[config.mk]
export PLATFORM = sky130hd
export DESIGN_NAME = fp_normalize_pack
export DESIGN_NICKNAME = d
export VERILOG_FILES = /design/src/rtl/fp_pkg.sv /design/src/rtl/fp_norm_step.sv /design/src/rtl/fp_normalize_pack.sv
export SDC_FILE = /design/constraint.sdc
export NUM_CORES = 1
export LEC_CHECK = 0
export ABC_CLOCK_PERIOD_IN_PS = 3850
export BUFFER_PORTS_ARGS = -buffer_cell sky130_fd_sc_hd__buf_2
export CAP_MARGIN = 10
export CORE_MARGIN = 2
export CORE_UTILIZATION = 60
export DETAILED_ROUTE_END_ITERATION = 7
export GPL_ROUTABILITY_DRIVEN = 0
export GPL_TIMING_DRIVEN = 0
export HOLD_SLACK_MARGIN = 0.15
export PLACE_DENSITY_LB_ADDON = 0.12
export SLEW_MARGIN = 0
export SYNTH_ARGS = -nofsm -noshare
export SYNTH_HDL_FRONTEND = slang
export SYNTH_SLANG_ARGS = --single-unit
export TNS_END_PERCENT = 5
[constraint.sdc]
create_clock -name clk -period 3.85 [get_ports clk]
set_input_delay 0.77 -clock clk [delete_from_list [all_inputs] [get_ports clk]]
set_output_delay 0.77 -clock clk [all_outputs]
set_load 0.05 [all_outputs]
[src/rtl/fp_pkg.sv]
// Shared definitions for the FP add/sub normalise-and-pack back end.
// Contents: field widths, exponent limits, the FSM state and step-action
// enums, and pack(), which assembles an IEEE-754 binary32 word from its fields.
package fp_pkg;

   localparam int EXP_W       = 8;
   localparam int FRAC_W      = 23;
   localparam int BIAS        = 127;
   localparam int EXP_MAX     = 254;
   localparam int EXP_SPECIAL = 255;

   typedef enum logic [1:0] {
      IDLE,
      NORM,
      DONE
   } state_e;

   // Outcome of one normalisation step: finished, or shift right/left and go again.
   typedef enum logic [1:0] {
      ACT_DONE,
      ACT_SHR,
      ACT_SHL
   } norm_act_e;

   function automatic logic [31:0] pack(input logic              sign,
                                        input logic [EXP_W-1:0]  exp,
                                        input logic [FRAC_W-1:0] frac);
      return {sign, exp, frac};
   endfunction

endpackage

[src/rtl/fp_norm_step.sv]
// Combinational single-step normalisation decision.
// Given the current sign, exponent and mantissa, this module decides on one of
// three actions. It either finishes with a packed result and flags, shifts the
// mantissa right and increments the exponent, or shifts the mantissa left and
// decrements the exponent.
// Ports:
//   sign_i     result sign
//   exp_i      working exponent, one guard bit wider than the field
//   mant_i     working mantissa {carry, hidden, fraction}
//   special_i  operand exponent was 0 or all-ones at accept (pass-through)
//   act_o      norm_act_e code for this step
//   mant_o     mantissa for the next step (valid when shifting)
//   exp_o      exponent for the next step (valid when shifting)
//   result_o   packed word (valid when act_o == ACT_DONE)
//   ovf_o      result saturated to infinity
//   unf_o      result is denormal
module fp_norm_step
   import fp_pkg::*;
#(
   parameter int EXP_W  = fp_pkg::EXP_W,
   parameter int FRAC_W = fp_pkg::FRAC_W
) (
   input  logic              sign_i,
   input  logic [EXP_W:0]    exp_i,
   input  logic [FRAC_W+1:0] mant_i,
   input  logic              special_i,
   output logic [1:0]        act_o,
   output logic [FRAC_W+1:0] mant_o,
   output logic [EXP_W:0]    exp_o,
   output logic [31:0]       result_o,
   output logic              ovf_o,
   output logic              unf_o
);

   localparam logic [EXP_W:0]   EXP_TOP  = (EXP_W+1)'(EXP_MAX);
   localparam logic [EXP_W:0]   EXP_ONE  = (EXP_W+1)'(1);
   localparam logic [EXP_W-1:0] EXP_INF  = EXP_W'(EXP_SPECIAL);
   localparam logic [EXP_W-1:0] EXP_ZERO = '0;
   localparam logic [FRAC_W-1:0] FRAC_ZERO = '0;

   logic carry;
   logic hidden;
   logic [FRAC_W-1:0] frac;

   assign carry  = mant_i[FRAC_W+1];
   assign hidden = mant_i[FRAC_W];
   assign frac   = mant_i[FRAC_W-1:0];

   // The order of tests matters: zero beats pass-through, and an overflowing
   // carry must be caught before the plain right-shift case.
   always_comb begin
      act_o    = ACT_DONE;
      mant_o   = mant_i;
      exp_o    = exp_i;
      result_o = '0;
      ovf_o    = 1'b0;
      unf_o    = 1'b0;
      if (mant_i == '0) begin
         result_o = pack(sign_i, EXP_ZERO, FRAC_ZERO);
      end else if (special_i) begin
         result_o = pack(sign_i, exp_i[EXP_W-1:0], frac);
      end else if (carry && (exp_i == EXP_TOP)) begin
         result_o = pack(sign_i, EXP_INF, FRAC_ZERO);
         ovf_o    = 1'b1;
      end else if (carry) begin
         // Truncating right shift: the dropped LSB is simply lost.
         act_o  = ACT_SHR;
         mant_o = mant_i >> 1;
         exp_o  = exp_i + EXP_ONE;
      end else if (hidden) begin
         result_o = pack(sign_i, exp_i[EXP_W-1:0], frac);
      end else if (exp_i == EXP_ONE) begin
         // Cannot go below the smallest normal exponent; emit as denormal.
         result_o = pack(sign_i, EXP_ZERO, frac);
         unf_o    = 1'b1;
      end else begin
         act_o  = ACT_SHL;
         mant_o = mant_i << 1;
         exp_o  = exp_i - EXP_ONE;
      end
   end

endmodule

[src/rtl/fp_normalize_pack.sv]
// Normalise-and-pack back end of the single-precision FP add/sub datapath.
// This block accepts the raw fraction-adder result and normalises it one bit
// per cycle. It then presents the packed binary32 word with overflow and
// underflow flags. Only one operand is in flight at a time.
// Ports:
//   clk, rst_n     clock, asynchronous active-low reset
//   in_valid       operand valid
//   in_ready       block can accept an operand (IDLE only)
//   in_sign        result sign
//   in_exp         biased exponent before normalisation
//   in_mant        {carry, hidden, fraction} unsigned magnitude
//   out_valid      packed result valid (DONE only)
//   out_ready      consumer takes the result
//   out_result     {sign, exp, frac}
//   out_overflow   result saturated to +/-inf
//   out_underflow  result denormal
module fp_normalize_pack
   import fp_pkg::*;
#(
   parameter int EXP_W  = fp_pkg::EXP_W,
   parameter int FRAC_W = fp_pkg::FRAC_W
) (
   input  logic              clk,
   input  logic              rst_n,
   input  logic              in_valid,
   output logic              in_ready,
   input  logic              in_sign,
   input  logic [EXP_W-1:0]  in_exp,
   input  logic [FRAC_W+1:0] in_mant,
   output logic              out_valid,
   input  logic              out_ready,
   output logic [31:0]       out_result,
   output logic              out_overflow,
   output logic              out_underflow
);

   localparam logic [EXP_W-1:0] EXP_ALL1 = EXP_W'(EXP_SPECIAL);

   state_e            state_q, state_d;
   logic              sign_q, sign_d;
   logic [EXP_W:0]    exp_q, exp_d;
   logic [FRAC_W+1:0] mant_q, mant_d;
   logic              special_q, special_d;
   logic [31:0]       result_q, result_d;
   logic              ovf_q, ovf_d;
   logic              unf_q, unf_d;

   logic [1:0]        step_act;
   logic [FRAC_W+1:0] step_mant;
   logic [EXP_W:0]    step_exp;
   logic [31:0]       step_result;
   logic              step_ovf;
   logic              step_unf;

   fp_norm_step #(
      .EXP_W  (EXP_W),
      .FRAC_W (FRAC_W)
   ) u_step (
      .sign_i    (sign_q),
      .exp_i     (exp_q),
      .mant_i    (mant_q),
      .special_i (special_q),
      .act_o     (step_act),
      .mant_o    (step_mant),
      .exp_o     (step_exp),
      .result_o  (step_result),
      .ovf_o     (step_ovf),
      .unf_o     (step_unf)
   );

   always_comb begin
      state_d   = state_q;
      sign_d    = sign_q;
      exp_d     = exp_q;
      mant_d    = mant_q;
      special_d = special_q;
      result_d  = result_q;
      ovf_d     = ovf_q;
      unf_d     = unf_q;
      unique case (state_q)
         IDLE: begin
            if (in_valid) begin
               sign_d    = in_sign;
               exp_d     = {1'b0, in_exp};
               mant_d    = in_mant;
               // Zero/all-ones exponents are decided once, from the operand as accepted.
               special_d = (in_exp == '0) || (in_exp == EXP_ALL1);
               ovf_d     = 1'b0;
               unf_d     = 1'b0;
               state_d   = NORM;
            end
         end
         NORM: begin
            if (step_act == ACT_DONE) begin
               result_d = step_result;
               ovf_d    = step_ovf;
               unf_d    = step_unf;
               state_d  = DONE;
            end else begin
               mant_d = step_mant;
               exp_d  = step_exp;
            end
         end
         DONE: begin
            if (out_ready) begin
               state_d = IDLE;
            end
         end
         default: state_d = IDLE;
      endcase
   end

   always_ff @(posedge clk or negedge rst_n) begin
      if (!rst_n) begin
         state_q   <= IDLE;
         sign_q    <= 1'b0;
         exp_q     <= '0;
         mant_q    <= '0;
         special_q <= 1'b0;
         result_q  <= '0;
         ovf_q     <= 1'b0;
         unf_q     <= 1'b0;
      end else begin
         state_q   <= state_d;
         sign_q    <= sign_d;
         exp_q     <= exp_d;
         mant_q    <= mant_d;
         special_q <= special_d;
         result_q  <= result_d;
         ovf_q     <= ovf_d;
         unf_q     <= unf_d;
      end
   end

   assign in_ready      = (state_q == IDLE);
   assign out_valid     = (state_q == DONE);
   assign out_result    = result_q;
   assign out_overflow  = ovf_q;
   assign out_underflow = unf_q;

endmodule

==> reports/qor.yml, run 1 <==
grt:
  grt_pass1_wl_um: 17600
  grt_overflow: 0
  grtUsageTotal: 0.315
  antenna_found_initial: 0
  first_global_vias: 3652
  grt_start_max_net_pins: 73
timing:
  skew_ns: 0.0104
  max_freq_mhz: 345
  period_share: 0.753
  slew_headroom: 0.396
  min_period_ns: 2.90
  worst_pin_slew_ns: 0.906
  fin_ws_ns: 0.952
  setup_violations: 0
  hold_viol: 0
  drv_slew: 0
  rsz0062_at_grt: "false"
  fin_setup_tns_ns: 0
final_layout:
  drive_gt1_frac: 0.228
  fillers: 503
  syn2layout_area_growth_pct: 17.6
  design_area_mm2: 0.00450
  utilization: 0.718
  finalNetCount: 541
  diodes: 0
synthesis:
  synth_common_cells: "72 x dfrtp_1, 67 x o21ai_0, 30 x inv_1"
  async_flop_share: 1.00
  synth.area.top_cells: "dfrtp_1 47%, o21ai_0 8.8%, a221o_1 5.0%, nand3_1 3.7%, nand4_1 3.6%"
  yosys.area.top_type: "dfrtp_1"
  ys.flop_type: "dfrtp_1"
  synth_nets: 457
  synth_seq_area_share: 0.471
  synth_edf_count: 0
  synthesis.area_mm2: 0.00383
  yosysWarnings: 0
  ys_ff_latch: 72
  syn_inst: 415
  yosysMostFrequentCell: "dfrtp_1"
  syn_avg_cell_area_um2: 9.23
  synthDistinctLibCells: 52
  netlist.area_leader.share: 0.471
placed_design:
  placed_area_mm2: 0.00429
  place_hpwl_um: 7130
  port_buffers: 73
  pre_cts_slack_ns: 1.02
outcome:
  status: "completed"
power_and_ir_drop:
  ir_drop_mv: 0.583
  p_leak_nw: 2.05
  pwr_density_cell_mw_per_mm2: 986
clock_tree:
  path_clk_slew_ns: 0.07
  cts_setup_buffers: 0
  cts_hold_buf: 0
  root_buffer: "clkbuf_8"
  cts_max_level: 3
  clk_latency_ns: 0.36
  cts_buffers: 9
  cts_tree: "done"
  cts_resized: 0
  clock-sinks: 72
  cts_max_path_buffers: 2
route:
  vias: 3735
  drt-wirelength-per-cell_um: 18.2
  drc: 0
  wirelength_um: 10600
  drt_iter0_drc: 388
  ant_nets: 0
  avgViaCountPerCell: 6.43
  dr.pass1.iters: 5
critical_path:
  critPathArrivalTime_ns: 3.14
  path_cells: "inv_1 -> ha_1 -> or4b_1 -> o311ai_4 -> nor2_1 -> a21oi_2 -> buf_6 -> mux2_2"
  r2r_slack_ns: 0.95
  crit_path_top_delay_cell: "or4b_1"
  cp_slowest_stage_delay_ns: 0.53
  path_max_fanout: 10
  cp.required_ns: 4.09
  start_kind: "flip-flop"
  end_kind: "flip-flop"
  crit_type: "reg2reg"
die:
  io_pins: 74
  coreArea_mm2: 0.00628
  die_x_um: 83.9
  rows: 29
  design.die.area_mm2: 0.00704
  initial_utilization: 0.610
  die_h_um: 83.9
hold_path:
  hp-class: "reg2reg"
job:
  drv_cap: 0
-- cell usage in the layout (no fill, tap or decap), drive strengths merged, types with 2 or more instances in the layout --
cell and instances:
o2bb2a 5, nand3 28, bufinv 2, nand4 22, nand2 22, and3 4, nand2b 2, and2 2
nor3 4, o22ai 7, nor2b 3, a21o 2, a221o 19, a221oi 2, nor2 16, ha 4
clkinv 4, dfrtp 72, or4 2, inv 31, buf 82, o21ai 67, mux2 11, or3 3
o21a 2, a21oi 16, clkbuf 37, and4 2, a31oi 3, a22oi 5, nor4 7
-- final timing paths --
kind,from,endpoint,cells after the start
max reg2reg,exp_q[1]$_DFFE_PN0P_,out_result[30]$_DFFE_PN0P_,8
min in group asynchronous,rst_n,out_result[19]$_DFFE_PN0P_,1
min reg2reg,out_result[29]$_DFFE_PN0P_,out_result[29]$_DFFE_PN0P_,1
max in group asynchronous,rst_n,out_result[25]$_DFFE_PN0P_,1
min,out_result[29]$_DFFE_PN0P_,out_result[29]$_DFFE_PN0P_,1
max,exp_q[1]$_DFFE_PN0P_,out_result[30]$_DFFE_PN0P_,8
-- through the flow --
step,hold WS [ns],std cells,power [mW]
detailed placement,0.490,565,3.75
finish,0.504,581,4.44
global route,0.517,581,4.73
global placement,0.487,565,3.68
floorplan,0.474,415,3.12
CTS,0.508,581,4.42
-- critical path: cells and delay by family, from the launching register on --
| kind | cells | cell delay [ns] |
|---|---|---|
| compound gates | 2 | 0.86 |
| simple gates | 2 | 0.63 |
| flops | 1 | 0.45 |
| mux | 1 | 0.34 |
| buf+inv | 2 | 0.34 |
| fa+ha+maj | 1 | 0.16 |
-- registers in the layout (all words and copies together) (netlist names) --
name           cells
exp_q              9
state_q            2
out_overflow       1
special_q          1
out_underflow      1
sign_q             1
out_result        32
mant_q            25
-- where the power goes --
| group | switching (mW) | total (mW) | leakage, nW | internal (mW) |
|---|---|---|---|---|
| Sequential | 0.326 | 1.43 | 0.890 | 1.10 |
| Clock | 0.294 | 0.657 | 0.110 | 0.363 |
| Combinational | 1.61 | 2.36 | 1.05 | 0.748 |
-- area by class of cell --
| cell class | count | area (um^2) | share of cell area |
|---|---|---|---|
| tap | 77 | 96.3 | 0.0214 |
| buffer | 36 | 158 | 0.0350 |
| clock inverter | 6 | 83.8 | 0.0186 |
| clock buffer | 10 | 128 | 0.0283 |
| timing repair buffer | 73 | 368 | 0.0817 |
| inverter | 31 | 116 | 0.0258 |
| multi-input combinational | 276 | 1750 | 0.389 |
| sequential | 72 | 1800 | 0.400 |
-- layer usage --
metal | track usage | routed length, um
met1 | 0.416 | 4180
met2 | 0.508 | 5070
met3 | 0.0722 | 999
met4 | 0.120 | 308
met5 | 0 | 0
-- kinds of logic after synthesis --
| group | count (synthesis) | share of synthesized area |
|---|---|---|
| adder cells (fa/ha/maj) | 4 | 0.0131 |
| XOR/XNOR | 1 | 0.00229 |
| AND/OR/NAND/NOR | 121 | 0.168 |
| flip-flops | 72 | 0.471 |
| multiplexers | 12 | 0.0359 |
| buffers and inverters | 67 | 0.0716 |
| AO/OA/AOI/OAI | 138 | 0.238 |
No activity file was read; power rests on OpenSTA's default activity.
==> run 2: changes to the inputs <==
--- a/config.mk
+++ b/config.mk
@@ -5,11 +5,11 @@
 export SDC_FILE = /design/constraint.sdc
 export NUM_CORES = 1
 export LEC_CHECK = 0
-export ABC_CLOCK_PERIOD_IN_PS = 3850
+export ABC_CLOCK_PERIOD_IN_PS = 2740
 export BUFFER_PORTS_ARGS = -buffer_cell sky130_fd_sc_hd__buf_2
 export CAP_MARGIN = 10
 export CORE_MARGIN = 2
-export CORE_UTILIZATION = 60
+export CORE_UTILIZATION = 55
 export DETAILED_ROUTE_END_ITERATION = 7
 export GPL_ROUTABILITY_DRIVEN = 0
 export GPL_TIMING_DRIVEN = 0
==> constraint.sdc (replaced) <==
create_clock -name clk -period 2.74 [get_ports clk]
set_input_delay 0.548 -clock clk [delete_from_list [all_inputs] [get_ports clk]]
set_output_delay 0.548 -clock clk [all_outputs]
set_load 0.05 [all_outputs]
==> reports/qor.yml, run 2 (synthesis results as in run 1) <==
die:
  rows: 30
  initial_utilization: 0.567
  coreArea_mm2: 0.00676
  die_x_um: 87.4
  design.die.area_mm2: 0.00764
  die_h_um: 87.4
  io_pins: 74
final_layout:
  diodes: 0
  largest_reg_flops: 32
  mostFrequentLayoutCells: "75 x buf_2, 72 x dfrtp_1, 67 x o21ai_0"
  utilization: 0.669
  drive_gt1_frac: 0.241
  syn2layout_area_growth_pct: 18.1
  final_common_cell: "buf_2"
  design_area_mm2: 0.00452
  finalNetCount: 544
  fin_cells: 586
critical_path:
  path_max_fanout: 10
  start_kind: "flip-flop"
  cp.required_ns: 2.98
  reg2reg_depth: 9
  end_kind: "flip-flop"
  crit_type: "reg2reg"
  critPathArrivalTime_ns: 2.87
timing:
  max_freq_mhz: 381
  fin_setup_tns_ns: 0
  period_share: 0.957
  fin_ws_ns: 0.117
  setup_violations: 0
  hold_viol: 0
  drv_slew: 0
  slew_headroom: 0.395
  skew_ns: 0.0124
  min_period_ns: 2.62
  worst_pin_slew_ns: 0.907
  rsz0062_at_grt: "false"
  holdWs_ns: 0.314
route:
  drt_iter0_drc: 408
  wirelength_um: 10600
  ant_nets: 0
  dr.pass1.iters: 6
  avgViaCountPerCell: 6.32
  vias: 3704
  drt-wirelength-per-cell_um: 18.2
  drc: 0
placed_design:
  port_buffers: 73
  pre_cts_slack_ns: -0.149
  placedCellCount: 568
  placed_area_mm2: 0.00430
  place_hpwl_um: 7330
clock_tree:
  cts_buffers: 9
  cts_tree: "done"
  cts_max_path_buffers: 2
  clk_latency_ns: 0.36
  cts_max_level: 3
  path_clk_slew_ns: 0.08
  root_buffer: "clkbuf_8"
  clock-sinks: 72
power_and_ir_drop:
  ir_drop_mv: 0.693
  total_power_mw: 6.13
  pwr_density_cell_mw_per_mm2: 1360
  p_leak_nw: 2.06
grt:
  grt_pass1_wl_um: 17000
  grt_start_max_net_pins: 73
  grt_overflow: 0
  first_global_vias: 3426
  antenna_found_initial: 0
  grtUsageTotal: 0.290
outcome:
  status: "completed"
hold_path:
  hp-class: "in2async"
job:
  drv_cap: 0
run 2: cell types whose count changed in the layout (fill, tap and decap cells not counted), sizes merged:
cell | previous run | this run
bufinv | 2 | 0
clkinvlp | 0 | 1
clkinv | 4 | 2
buf | 82 | 83
clkbuf | 37 | 41
run 2: path summary, 6_finish.rpt:
kind / from / end / slack, ns
min in group clk: in_sign / sign_q$_DFFE_PN0P_ / 0.43
worst min-delay path: rst_n / out_result[14]$_DFFE_PN0P_ / 0.31
max in group asynchronous: rst_n / out_result[31]$_DFFE_PN0P_ / 1.82
worst max-delay path: exp_q[1]$_DFFE_PN0P_ / mant_q[21]$_DFFE_PN0P_ / 0.12
worst max register to register: exp_q[1]$_DFFE_PN0P_ / mant_q[21]$_DFFE_PN0P_ / 0.12
worst min register to register: out_result[28]$_DFFE_PN0P_ / out_result[28]$_DFFE_PN0P_ / 0.51
run 2: timing repair:
action,CTS,global route
buffers inserted,1,2
resized for setup,4,6
pin swaps,2,1
hold buffers,0,0
setup endpoints to repair,47,49
run 2: power breakdown:
| group | switching (mW) | internal (mW) |
|---|---|---|
| Sequential | 0.461 | 1.55 |
| Clock | 0.397 | 0.370 |
| Combinational | 2.25 | 1.10 |
run 2: critical path, cell delays in order, from the launching register on:
cell	delay [ns]
dfrtp_1	0.47
inv_1	0.13
ha_1	0.15
or4b_4	0.50
o311ai_4	0.34
a2111o_2	0.21
and2_2	0.23
inv_2	0.06
buf_6	0.14
mux2_4	0.29
run 2: routing by layer:
metal | vias up | routed length [um] | global-route usage | part of all wire
li1 | 1712 | - | - | -
met1 | 1778 | 4260 | 0.375 | 0.40
met2 | 187 | 5190 | 0.472 | 0.49
met3 | 27 | 882 | 0.0597 | 0.083
met4 | 0 | 304 | 0.122 | 0.029
met5 | - | 0 | 0 | 0
run 2: layout make-up:
cell class / count / area, um^2
repair buffers: 76 / 390
flip-flops and latches: 72 / 1800
clock buffers: 12 / 155
multi-input cells: 276 / 1770
plain buffers: 36 / 169
fillers: 579 / 2240
inverters: 31 / 116
well taps: 80 / 100
clock inverters: 3 / 17.5
==> run 3: changes to the inputs <==
--- a/config.mk
+++ b/config.mk
@@ -6,10 +6,9 @@
 export NUM_CORES = 1
 export LEC_CHECK = 0
 export ABC_CLOCK_PERIOD_IN_PS = 2740
-export BUFFER_PORTS_ARGS = -buffer_cell sky130_fd_sc_hd__buf_2
+export BUFFER_PORTS_ARGS = -buffer_cell sky130_fd_sc_hd__clkbuf_2
 export CAP_MARGIN = 10
-export CORE_MARGIN = 2
-export CORE_UTILIZATION = 55
+export CORE_UTILIZATION = 48
 export DETAILED_ROUTE_END_ITERATION = 7
 export GPL_ROUTABILITY_DRIVEN = 0
 export GPL_TIMING_DRIVEN = 0
==> reports/qor.yml, run 3 (synthesis results as in run 1) <==
outcome:
  status: "completed"
critical_path:
  path_buf_inv: 2
  crit_type: "reg2reg"
  r2r_slack_ns: 0.08
  critPathArrivalTime_ns: 2.91
  path_max_fanout: 10
  reg2reg_depth: 8
  startpoint: "exp_q[1]$_DFFE_PN0P_"
  cp.required_ns: 2.99
  r2r_start: "exp_q[1]$_DFFE_PN0P_"
  cp_slowest_stage_delay_ns: 0.49
  rr_endpoint: "out_result[28]$_DFFE_PN0P_"
  path_cells: "inv_1 -> ha_1 -> or4b_4 -> o311ai_4 -> nor2_1 -> a21oi_4 -> buf_6 -> mux2_2"
  start_kind: "flip-flop"
  end_kind: "flip-flop"
  path_delay_family: "compound AO/OA/AOI/OAI gates"
  crit_path_top_delay_cell: "or4b_4"
power_and_ir_drop:
  combPwrFrac: 0.532
  p_int_mw: 3.15
  p_seq_frac: 0.320
  clkPwrFrac: 0.148
  pwr_density_cell_mw_per_mm2: 1370
  swShare: 0.501
  p_leak_nw: 2.09
  switchingPower_mw: 3.17
  ir_drop_mv: 0.677
placed_design:
  place_hpwl_um: 7700
  pre_cts_slack_ns: -0.176
  placed_area_mm2: 0.00435
  port_buffers: 73
route:
  drc: 0
  drt_iter0_drc: 284
  top_layer: "met4"
  vias: 3704
  drt-wirelength-per-cell_um: 18.0
  wl_met1_um: 4780
  avgViaCountPerCell: 6.08
  wirelength_um: 11000
  wl_met2_um: 5250
  route.met3.wl_um: 672
  ant_nets: 0
  dr.pass1.iters: 6
timing:
  period_share: 0.970
  rsz0062_at_grt: "false"
  drv_slew: 0
  setup_violations: 0
  fin_ws_ns: 0.0825
  worst_pin_slew_ns: 0.606
  max_freq_mhz: 376
  slew_headroom: 0.596
  hold_viol: 0
  min_period_ns: 2.66
  holdWs_ns: 0.439
  skew_ns: 0.00825
die:
  coreArea_mm2: 0.00773
  initial_utilization: 0.495
  io_pins: 74
  die_h_um: 91.3
  rows: 32
  die_x_um: 91.3
  design.die.area_mm2: 0.00834
hold_path:
  hold_depth: 2
  min_to: "sign_q$_DFFE_PN0P_"
  hp-start: "in_sign"
  hp-class: "in2reg"
grt:
  grt_start_max_net_pins: 48
  grtUsageTotal: 0.281
  first_global_vias: 3657
  grt_pass1_wl_um: 18200
  grt_overflow: 0
  antenna_found_initial: 0
final_layout:
  final_common_cell: "clkbuf_2"
  fillers: 723
  finalNetCount: 545
  utilization: 0.597
  design_area_mm2: 0.00461
  mostFrequentLayoutCells: "75 x clkbuf_2, 72 x dfrtp_1, 67 x o21ai_0"
  syn2layout_area_growth_pct: 20.5
  largest_reg_flops: 32
  diodes: 0
  drive_gt1_frac: 0.241
clock_tree:
  path_clk_slew_ns: 0.08
  clock-sinks: 72
  cts_buffers: 9
  cts_max_level: 3
  clk_latency_ns: 0.36
  cts_tree: "done"
  cts_max_path_buffers: 2
  root_buffer: "clkbuf_8"
job:
  drv_cap: 0
run 3: cell count changes in the layout (fill, tap and decap cells not counted):
cell	delta
buf_16	+1
buf_2	-72
buf_4	-3
bufinv_16	+2
clkbuf_2	+72
clkbuf_4	+2
clkbuf_8	-2
clkinv_2	-1
dlygate4sd3_1	+1
inv_6	+1
run 3: stage by stage:
step           setup TNS, ns  instances  power [mW]
6_report                   0        609        6.31
2_1_floorplan              0        415        4.38
5_1_grt                    0        609        6.73
4_1_cts                    0        607        6.27
3_5_place_dp           -2.89        591        5.31
3_3_place_gp           -1.53        590        5.22
run 3: routing by layer:
layer | GRT usage | up-vias
met5 | 0 | -
met4 | 0.130 | 0
met3 | 0.0352 | 21
met2 | 0.457 | 166
met1 | 0.376 | 1805
li1 | - | 1712
run 3: layout make-up:
| type | instances | area, um^2 | share of cell area |
|---|---|---|---|
| well taps | 102 | 128 | 0.0277 |
| clock inverters | 5 | 81.3 | 0.0176 |
| repair buffers | 77 | 420 | 0.0911 |
| clock buffers | 10 | 128 | 0.0277 |
| flip-flops and latches | 72 | 1800 | 0.390 |
| plain buffers | 36 | 169 | 0.0366 |
| inverters | 31 | 116 | 0.0252 |
| multi-input cells | 276 | 1770 | 0.384 |
run 3: power by group through the flow:
stage	registers [mW]	logic, mW	clock network (mW)
2_1_floorplan	2.63	1.76	0
3_3_place_gp	2.01	3.21	0
3_5_place_dp	2.03	3.28	0
4_1_cts	2.01	3.31	0.944
5_1_grt	2.08	3.66	0.984
6_report	2.02	3.36	0.937
run 3: worst register-to-register path, delay by kind of cell (launching register included):
kind / cells / cell delay, ns
adder cells (fa/ha/maj): 1 / 0.16
buffers and inverters: 2 / 0.33
AND/OR/NAND/NOR: 2 / 0.61
multiplexers: 1 / 0.33
AO/OA/AOI/OAI: 2 / 0.68
flip-flops: 1 / 0.45
run 3: worst max-delay path by stage:
stage | endpoint | slack, ns | cells after the start
after floorplan | out_result[28]$_DFFE_PN0P_ | 0.27 | 8
after global placement | out_result[30]$_DFFE_PN0P_ | -0.11 | 8
after detailed placement | out_result[10]$_DFFE_PN0P_ | -0.18 | 8
after CTS | mant_q[15]$_DFFE_PN0P_ | 0.008 | 8
after global routing | out_result[30]$_DFFE_PN0P_ | 0.02 | 8
final | out_result[28]$_DFFE_PN0P_ | 0.08 | 8
run 3: timing repair:
item	4_1_cts	5_1_grt
gates resized for setup	4	6
hold endpoints to repair	22	0
hold buffers	1	0
buffers inserted	0	2
pin swaps	1	1
endpoints found under the setup margin	44	28
